File: src/rtl/uart_rx_ctl_n.sv
// UART 8N1 receive controller with a built-in 16x oversample baud generator.
// Optional parity stage enabled by defining UART_RX_PARITY_EN (8E1/8O1 via PARITY_ODD).
module uart_rx_ctl_n #(
   parameter int BAUD_RATE  = 115200,
   parameter int CLOCK_RATE = 100_000_000,
   parameter bit PARITY_ODD = 1'b0
) (
   input  logic       clk_rx,
   input  logic       rst_clk_rx_n,
   input  logic       rxd_i,
   output logic [7:0] rx_data,
   output logic       rx_data_rdy,
   output logic       frm_err,
   output logic       par_err,
   output logic       rx_busy
);

   localparam int DIV_CALC = (CLOCK_RATE + BAUD_RATE * 8) / (BAUD_RATE * 16);
   localparam int DIV      = (DIV_CALC < 1) ? 1 : DIV_CALC;
   localparam int CNT_W    = (DIV > 1) ? $clog2(DIV) : 1;

   typedef enum logic [2:0] {
      ST_IDLE,
      ST_START,
      ST_DATA,
`ifdef UART_RX_PARITY_EN
      ST_PARITY,
`endif
      ST_STOP,
      ST_BREAK
   } state_t;

   logic       baud_en;
   logic [1:0] sync_reg;
   logic       rxd_s;

   state_t     state_reg;
   logic [3:0] ov_cnt_reg;
   logic [2:0] bit_cnt_reg;
   logic [7:0] shift_reg;
   logic [7:0] rx_data_reg;
   logic       rdy_reg;
   logic       frm_reg;
   logic       par_reg;
   logic       par_pend_reg;

   // rxd_i is asynchronous to clk_rx; idle-high reset avoids a false start bit.
   always_ff @(posedge clk_rx or negedge rst_clk_rx_n) begin
      if (!rst_clk_rx_n) begin
         sync_reg <= 2'b11;
      end else begin
         sync_reg <= {sync_reg[0], rxd_i};
      end
   end

   assign rxd_s = sync_reg[1];

   generate
      if (DIV == 1) begin : g_div1
         assign baud_en = 1'b1;
      end else begin : g_divn
         localparam logic [CNT_W-1:0] DIV_LAST = CNT_W'(DIV - 1);
         logic [CNT_W-1:0] baud_cnt_reg;

         always_ff @(posedge clk_rx or negedge rst_clk_rx_n) begin
            if (!rst_clk_rx_n) begin
               baud_cnt_reg <= '0;
            end else if (baud_cnt_reg == DIV_LAST) begin
               baud_cnt_reg <= '0;
            end else begin
               baud_cnt_reg <= baud_cnt_reg + 1'b1;
            end
         end

         assign baud_en = (baud_cnt_reg == DIV_LAST);
      end
   endgenerate

   always_ff @(posedge clk_rx or negedge rst_clk_rx_n) begin
      if (!rst_clk_rx_n) begin
         state_reg    <= ST_IDLE;
         ov_cnt_reg   <= 4'd0;
         bit_cnt_reg  <= 3'd0;
         shift_reg    <= 8'h00;
         rx_data_reg  <= 8'h00;
         rdy_reg      <= 1'b0;
         frm_reg      <= 1'b0;
         par_reg      <= 1'b0;
         par_pend_reg <= 1'b0;
      end else begin
         // Strobes default low so each lasts one clk_rx regardless of DIV.
         rdy_reg <= 1'b0;
         frm_reg <= 1'b0;
         par_reg <= 1'b0;
         if (baud_en) begin
            case (state_reg)
               ST_IDLE: begin
                  if (!rxd_s) begin
                     state_reg  <= ST_START;
                     ov_cnt_reg <= 4'd0;
                  end
               end
               ST_START: begin
                  if (ov_cnt_reg == 4'd7) begin
                     if (!rxd_s) begin
                        state_reg    <= ST_DATA;
                        ov_cnt_reg   <= 4'd0;
                        bit_cnt_reg  <= 3'd0;
                        par_pend_reg <= 1'b0;
                     end else begin
                        state_reg <= ST_IDLE;
                     end
                  end else begin
                     ov_cnt_reg <= ov_cnt_reg + 4'd1;
                  end
               end
               ST_DATA: begin
                  ov_cnt_reg <= ov_cnt_reg + 4'd1;
                  if (ov_cnt_reg == 4'd15) begin
                     shift_reg   <= {rxd_s, shift_reg[7:1]};
                     bit_cnt_reg <= bit_cnt_reg + 3'd1;
                     if (bit_cnt_reg == 3'd7) begin
`ifdef UART_RX_PARITY_EN
                        state_reg <= ST_PARITY;
`else
                        state_reg <= ST_STOP;
`endif
                     end
                  end
               end
`ifdef UART_RX_PARITY_EN
               ST_PARITY: begin
                  ov_cnt_reg <= ov_cnt_reg + 4'd1;
                  if (ov_cnt_reg == 4'd15) begin
                     par_pend_reg <= ((^shift_reg) ^ rxd_s) != PARITY_ODD;
                     state_reg    <= ST_STOP;
                  end
               end
`endif
               ST_STOP: begin
                  ov_cnt_reg <= ov_cnt_reg + 4'd1;
                  if (ov_cnt_reg == 4'd15) begin
                     if (rxd_s) begin
                        state_reg <= ST_IDLE;
                        if (par_pend_reg) begin
                           par_reg <= 1'b1;
                        end else begin
                           rx_data_reg <= shift_reg;
                           rdy_reg     <= 1'b1;
                        end
                     end else begin
                        // Framing error wins over any pending parity error.
                        frm_reg   <= 1'b1;
                        state_reg <= ST_BREAK;
                     end
                  end
               end
               ST_BREAK: begin
                  if (rxd_s) begin
                     state_reg <= ST_IDLE;
                  end
               end
               default: begin
                  state_reg <= ST_IDLE;
               end
            endcase
         end
      end
   end

   assign rx_data     = rx_data_reg;
   assign rx_data_rdy = rdy_reg;
   assign frm_err     = frm_reg;
   assign rx_busy     = (state_reg != ST_IDLE);

`ifdef UART_RX_PARITY_EN
   assign par_err = par_reg;
`else
   logic unused_parity_cfg;
   assign unused_parity_cfg = PARITY_ODD ^ par_reg ^ par_pend_reg;
   assign par_err = 1'b0;
`endif

endmodule
File: config.mk
export PLATFORM = sky130hd
export DESIGN_NAME = uart_rx_ctl_n
export DESIGN_NICKNAME = d
export VERILOG_FILES = /design/src/rtl/uart_rx_ctl_n.sv
export SDC_FILE = /design/constraint.sdc
export NUM_CORES = 1
export LEC_CHECK = 0
export ABC_AREA = 1
export CORE_AREA = 2 2 50 99
export CTS_BUF_LIST = sky130_fd_sc_hd__clkbuf_8
export CTS_CLUSTER_DIAMETER = 50
export CTS_CLUSTER_SIZE = 20
export DETAILED_ROUTE_END_ITERATION = 6
export DIE_AREA = 0 0 52 101
export PLACE_DENSITY = 0.59
export SETUP_SLACK_MARGIN = 0.3
export SYNTH_ARGS = -nofsm -noshare
export SYNTH_HDL_FRONTEND = slang
export SYNTH_SLANG_ARGS = --single-unit
File: constraint.sdc
create_clock -name clk_rx -period 3 [get_ports clk_rx]
set_input_delay 0.3 -clock clk_rx [delete_from_list [all_inputs] [get_ports clk_rx]]
set_output_delay 0.3 -clock clk_rx [all_outputs]
set_load 0.02 [all_outputs]
==> parameters.txt <==
Parameter                              Value

Placement
  Cell area after placement ... 0.00194 mm²
  Port Buffer Count ... 13
  Worst-case setup slack after placement ... 1.42 ns
  Cell Count Post-Placement ... 277
  Detail Placement HPWL ... 2300 µm
  RD Place Congestion ... 0.824

Pwr
  Sequential group share of total power ... 0.583
  Combinational share of power ... 0.020
  Worst vdd rail ir drop ... 430 µV
  Internal power consumption ... 0.653 mW
  Areal power density over the cells ... 414 mW/mm²
  Sw power ... 0.187 mW
  Proportion of total power due to net switching ... 0.223
  Static leakage ... 1.06 nW
  Clock power share ... 0.398
  Total power ... 0.840 mW

Route
  Number of design-rule violations left by the first detailed-router iteration ... 18
  Routed length per placed instance ... 10.7 µm
  ANT nets after route ... 0
  Via density per instance ... 4.77
  Number of optimization iterations in the first detailed-route pass ... 4
  Final routed DRC violation total ... 0
  Drt total wl ... 3040 µm
  Vias ... 1360

Clock tree
  Sinks on Clock Net ... 36
  CTS tree ... done
  Clock buffer count from CTS ... 5
  Number of buffers on the longest clock path ... 2
  Register clock-pin slew on the reported worst setup and hold paths ... 0.07 ns
  H-tree levels ... 2
  Resized cells post-CTS ... 0
  Quantity of hold-fixing buffers added after cts ... 0
  Clock network latency to the later pin of the worst-skew pair ... 0.29 ns
  Master cell of the clock root buffer ... clkbuf_8
  Number of setup buffers added after CTS ... 0

Floorplanning
  Effective utilization at floorplan ... 0.389
  Die area ... 0.00525 mm²
  Io pins ... 15
  Chip height ... 101 µm
  Core footprint ... 0.00451 mm²
  Die width ... 52 µm
  Cell Rows ... 35

Logic synthesis
  Area leader, netlist ... dfrtp_1
  Main combinational cell family by area after synthesis ... simple AND/OR/NAND/NOR gates
  Total of warnings raised by yosys ... 0
  Fraction of the yosys area taken by sequential cells ... 0.515
  Fraction of registers with async set or reset after synthesis ... 1.00
  Synthesized area per cell ... 8.31 µm²
  Multiplexer share of the synthesized area ... 0
  Post-synthesis cell count ... 211
  Ranking of synthesized cells by area ... dfrtp_1 (49%), nand2_1 (16%), nand3_1 (4.9%), nor2_1 (3.9%), o21ai_0 (3.7%)
  XOR/XNOR share of the synthesized area ... 0.00500
  Fraction of the mapped netlist area in compound gates ... 0.0521
  EDFF count, synth ... 0
  Number of unique standard cell types used by synthesis ... 30
  Most used flip-flop cell after synthesis ... dfrtp_1
  Share of synthesized cell area in full adder, half adder and majority cells ... 0.0357
  Seq cells post-synth ... 36
  Basic-gate share of the synthesized area counting and, or, nand and nor cells ... 0.334
  Top cell type's share of synthesized area ... 0.485
  Summed instance area of the synthesized netlist ... 0.00175 mm²
  Post-Synthesis Net Count ... 219

Setup path
  Worst reg-to-reg path cell count ... 6
  Worst Path Required ... 2.70 ns
  Reg-to-Reg End ... bit_cnt_reg[0]
  Type of origin of the critical path ... flop
  FF-to-FF Start ... state_reg[2]
  Data arrival time of the worst path ... 1.56 ns
  Endpoint class of the critical path ... primary output
  Flop-to-flop setup slack ... 1.42 ns
  Classification of the worst setup path ... flop to primary output
  Maximum fanout along the worst path ... 7

GRT
  Vias in the first global route ... 1341
  Pin count of the biggest net entering global routing ... 37
  Overflow after GRT ... 0
  First-pass GRT wire length ... 5650 µm
  Number of antenna violations at the first check in global routing ... 0
  Total global-route track usage ... 0.142

Min path
  Startpoint of the most critical hold path ... sync_reg[0]
  Type of the most critical hold path ... flop to flop
  Worst Hold Path Cells ... 0
  Hold Path Sink ... sync_reg[1]

STA
  Crit path time final ... 1.86 ns
  Setup Viol. Count Final ... 0
  Maximum clock frequency ... 537 MHz
  RSZ-0062 raised after global routing ... false
  Fraction of the cycle the final worst path needs ... 0.621
  Final Hold Vio Count ... 0
  Fin Clk Skew ... 0.00715 ns
  Total count of max-transition violations in the final report ... 0
  Sum of negative setup slack ... 0 ns
  Slack of the critical path ... 1.14 ns
  Worst slack on hold paths ... 0.357 ns

Cells and area
  Non-filler instance count after layout ... 285
  Syn-to-layout area delta ... 15.8%
  Count of inserted antenna diode cells ... 0
  Design area ... 0.00203 mm²
  Post-layout net count ... 237
  Core occupancy in the finished layout ... 0.450
  Share of final-layout standard cells stronger than drive strength 1 ... 0.109

Status
  Result of the run ... finished clean

Flow run
  Max-cap viol count ... 0
[power groups by stage]
stage	logic [mW]	registers [mW]	clock network, mW
floorplan	0.00468	0.498	0
global placement	0.0173	0.499	0
detailed placement	0.0172	0.498	0
CTS	0.0172	0.489	0.348
global route	0.0196	0.489	0.364
finish	0.0164	0.489	0.334
[routing by layer]
metal / vias up / share of wire / wire length, µm / global-route usage
li1: 704 / - / - / -
met1: 626 / 0.44 / 1330 / 0.170
met2: 20 / 0.50 / 1530 / 0.230
met3: 10 / 0.031 / 95 / 0.0356
met4: 0 / 0.026 / 79 / 0.0709
met5: - / 0 / 0 / 0
[area by class of cell]
cell class                 count  area, µm²
clock buffer                   5       68.8
clock inverter                 3       18.8
fill                         450       2480
inverter                      20       80.1
multi-input combinational    152        752
sequential                    36        903
tap                           55       68.8
timing repair buffer          14        138
[logic make-up after synthesis]
family / after synthesis
AO/OA/AOI/OAI: 17
XOR/XNOR: 1
adder cells (fa/ha/maj): 5
buffers and inverters: 23
flip-flops: 36
other: 1
AND/OR/NAND/NOR: 128
[critical path, cell delays in order (launching register included)]
cell	delay, ns
dfrtp_1	0.47
inv_2	0.12
nand2_1	0.08
clkdlybuf4s50_1	0.60
[synthesized netlist by cell type, types with 2 or more instances]
library cell and n:
nor3_1 3, nand2_2 3, dfstp_2 2, nand3_1 17
o21ai_0 13, nor2_2 2, ha_1 5, nand2_1 76
inv_2 2, nor2_1 18, inv_1 16, dfrtp_1 34
nor2_4 3
[cell usage in the layout (no fill, tap or decap)]
master | Yosys | routed
clkinv_4 | 1 | 2
or2_0 | 1 | 1
o22ai_1 | 1 | 1
nand2_2 | 3 | 3
nand2_1 | 76 | 76
clkinv_1 | 1 | 1
a21oi_1 | 1 | 1
nor2_4 | 3 | 3
dfstp_2 | 2 | 2
nor2_2 | 2 | 2
xor2_1 | 1 | 1
nand3b_1 | 1 | 1
nand3_4 | 1 | 1
clkinv_2 | 0 | 2
nand4_1 | 1 | 1
inv_2 | 2 | 2
o21bai_1 | 1 | 1
buf_4 | 1 | 1
o21ai_0 | 13 | 13
dfrtp_1 | 34 | 34
inv_1 | 16 | 16
nor2_1 | 18 | 18
clkdlybuf4s50_1 | 0 | 13
conb_1 | 1 | 1
nor2_8 | 1 | 1
ha_1 | 5 | 5
nand3_2 | 1 | 1
a21boi_0 | 1 | 1
clkbuf_8 | 0 | 5
nand3_1 | 17 | 17
nor3_1 | 3 | 3
[worst max path at each step]
stage / end / startpoint / depth (start not counted) / slack [ns]
2_1_floorplan: state_reg[2] / g_divn.baud_cnt_reg[1] / 9 / 1.62
3_3_place_gp: ov_cnt_reg[1] / g_divn.baud_cnt_reg[1] / 9 / 1.46
3_5_place_dp: bit_cnt_reg[0] / state_reg[2] / 6 / 1.42
4_1_cts: rx_busy / state_reg[1] / 3 / 1.14
5_1_grt: rx_busy / state_reg[1] / 3 / 1.08
6_report: rx_busy / state_reg[1] / 3 / 1.14
Power figures use the tool's default switching activity.
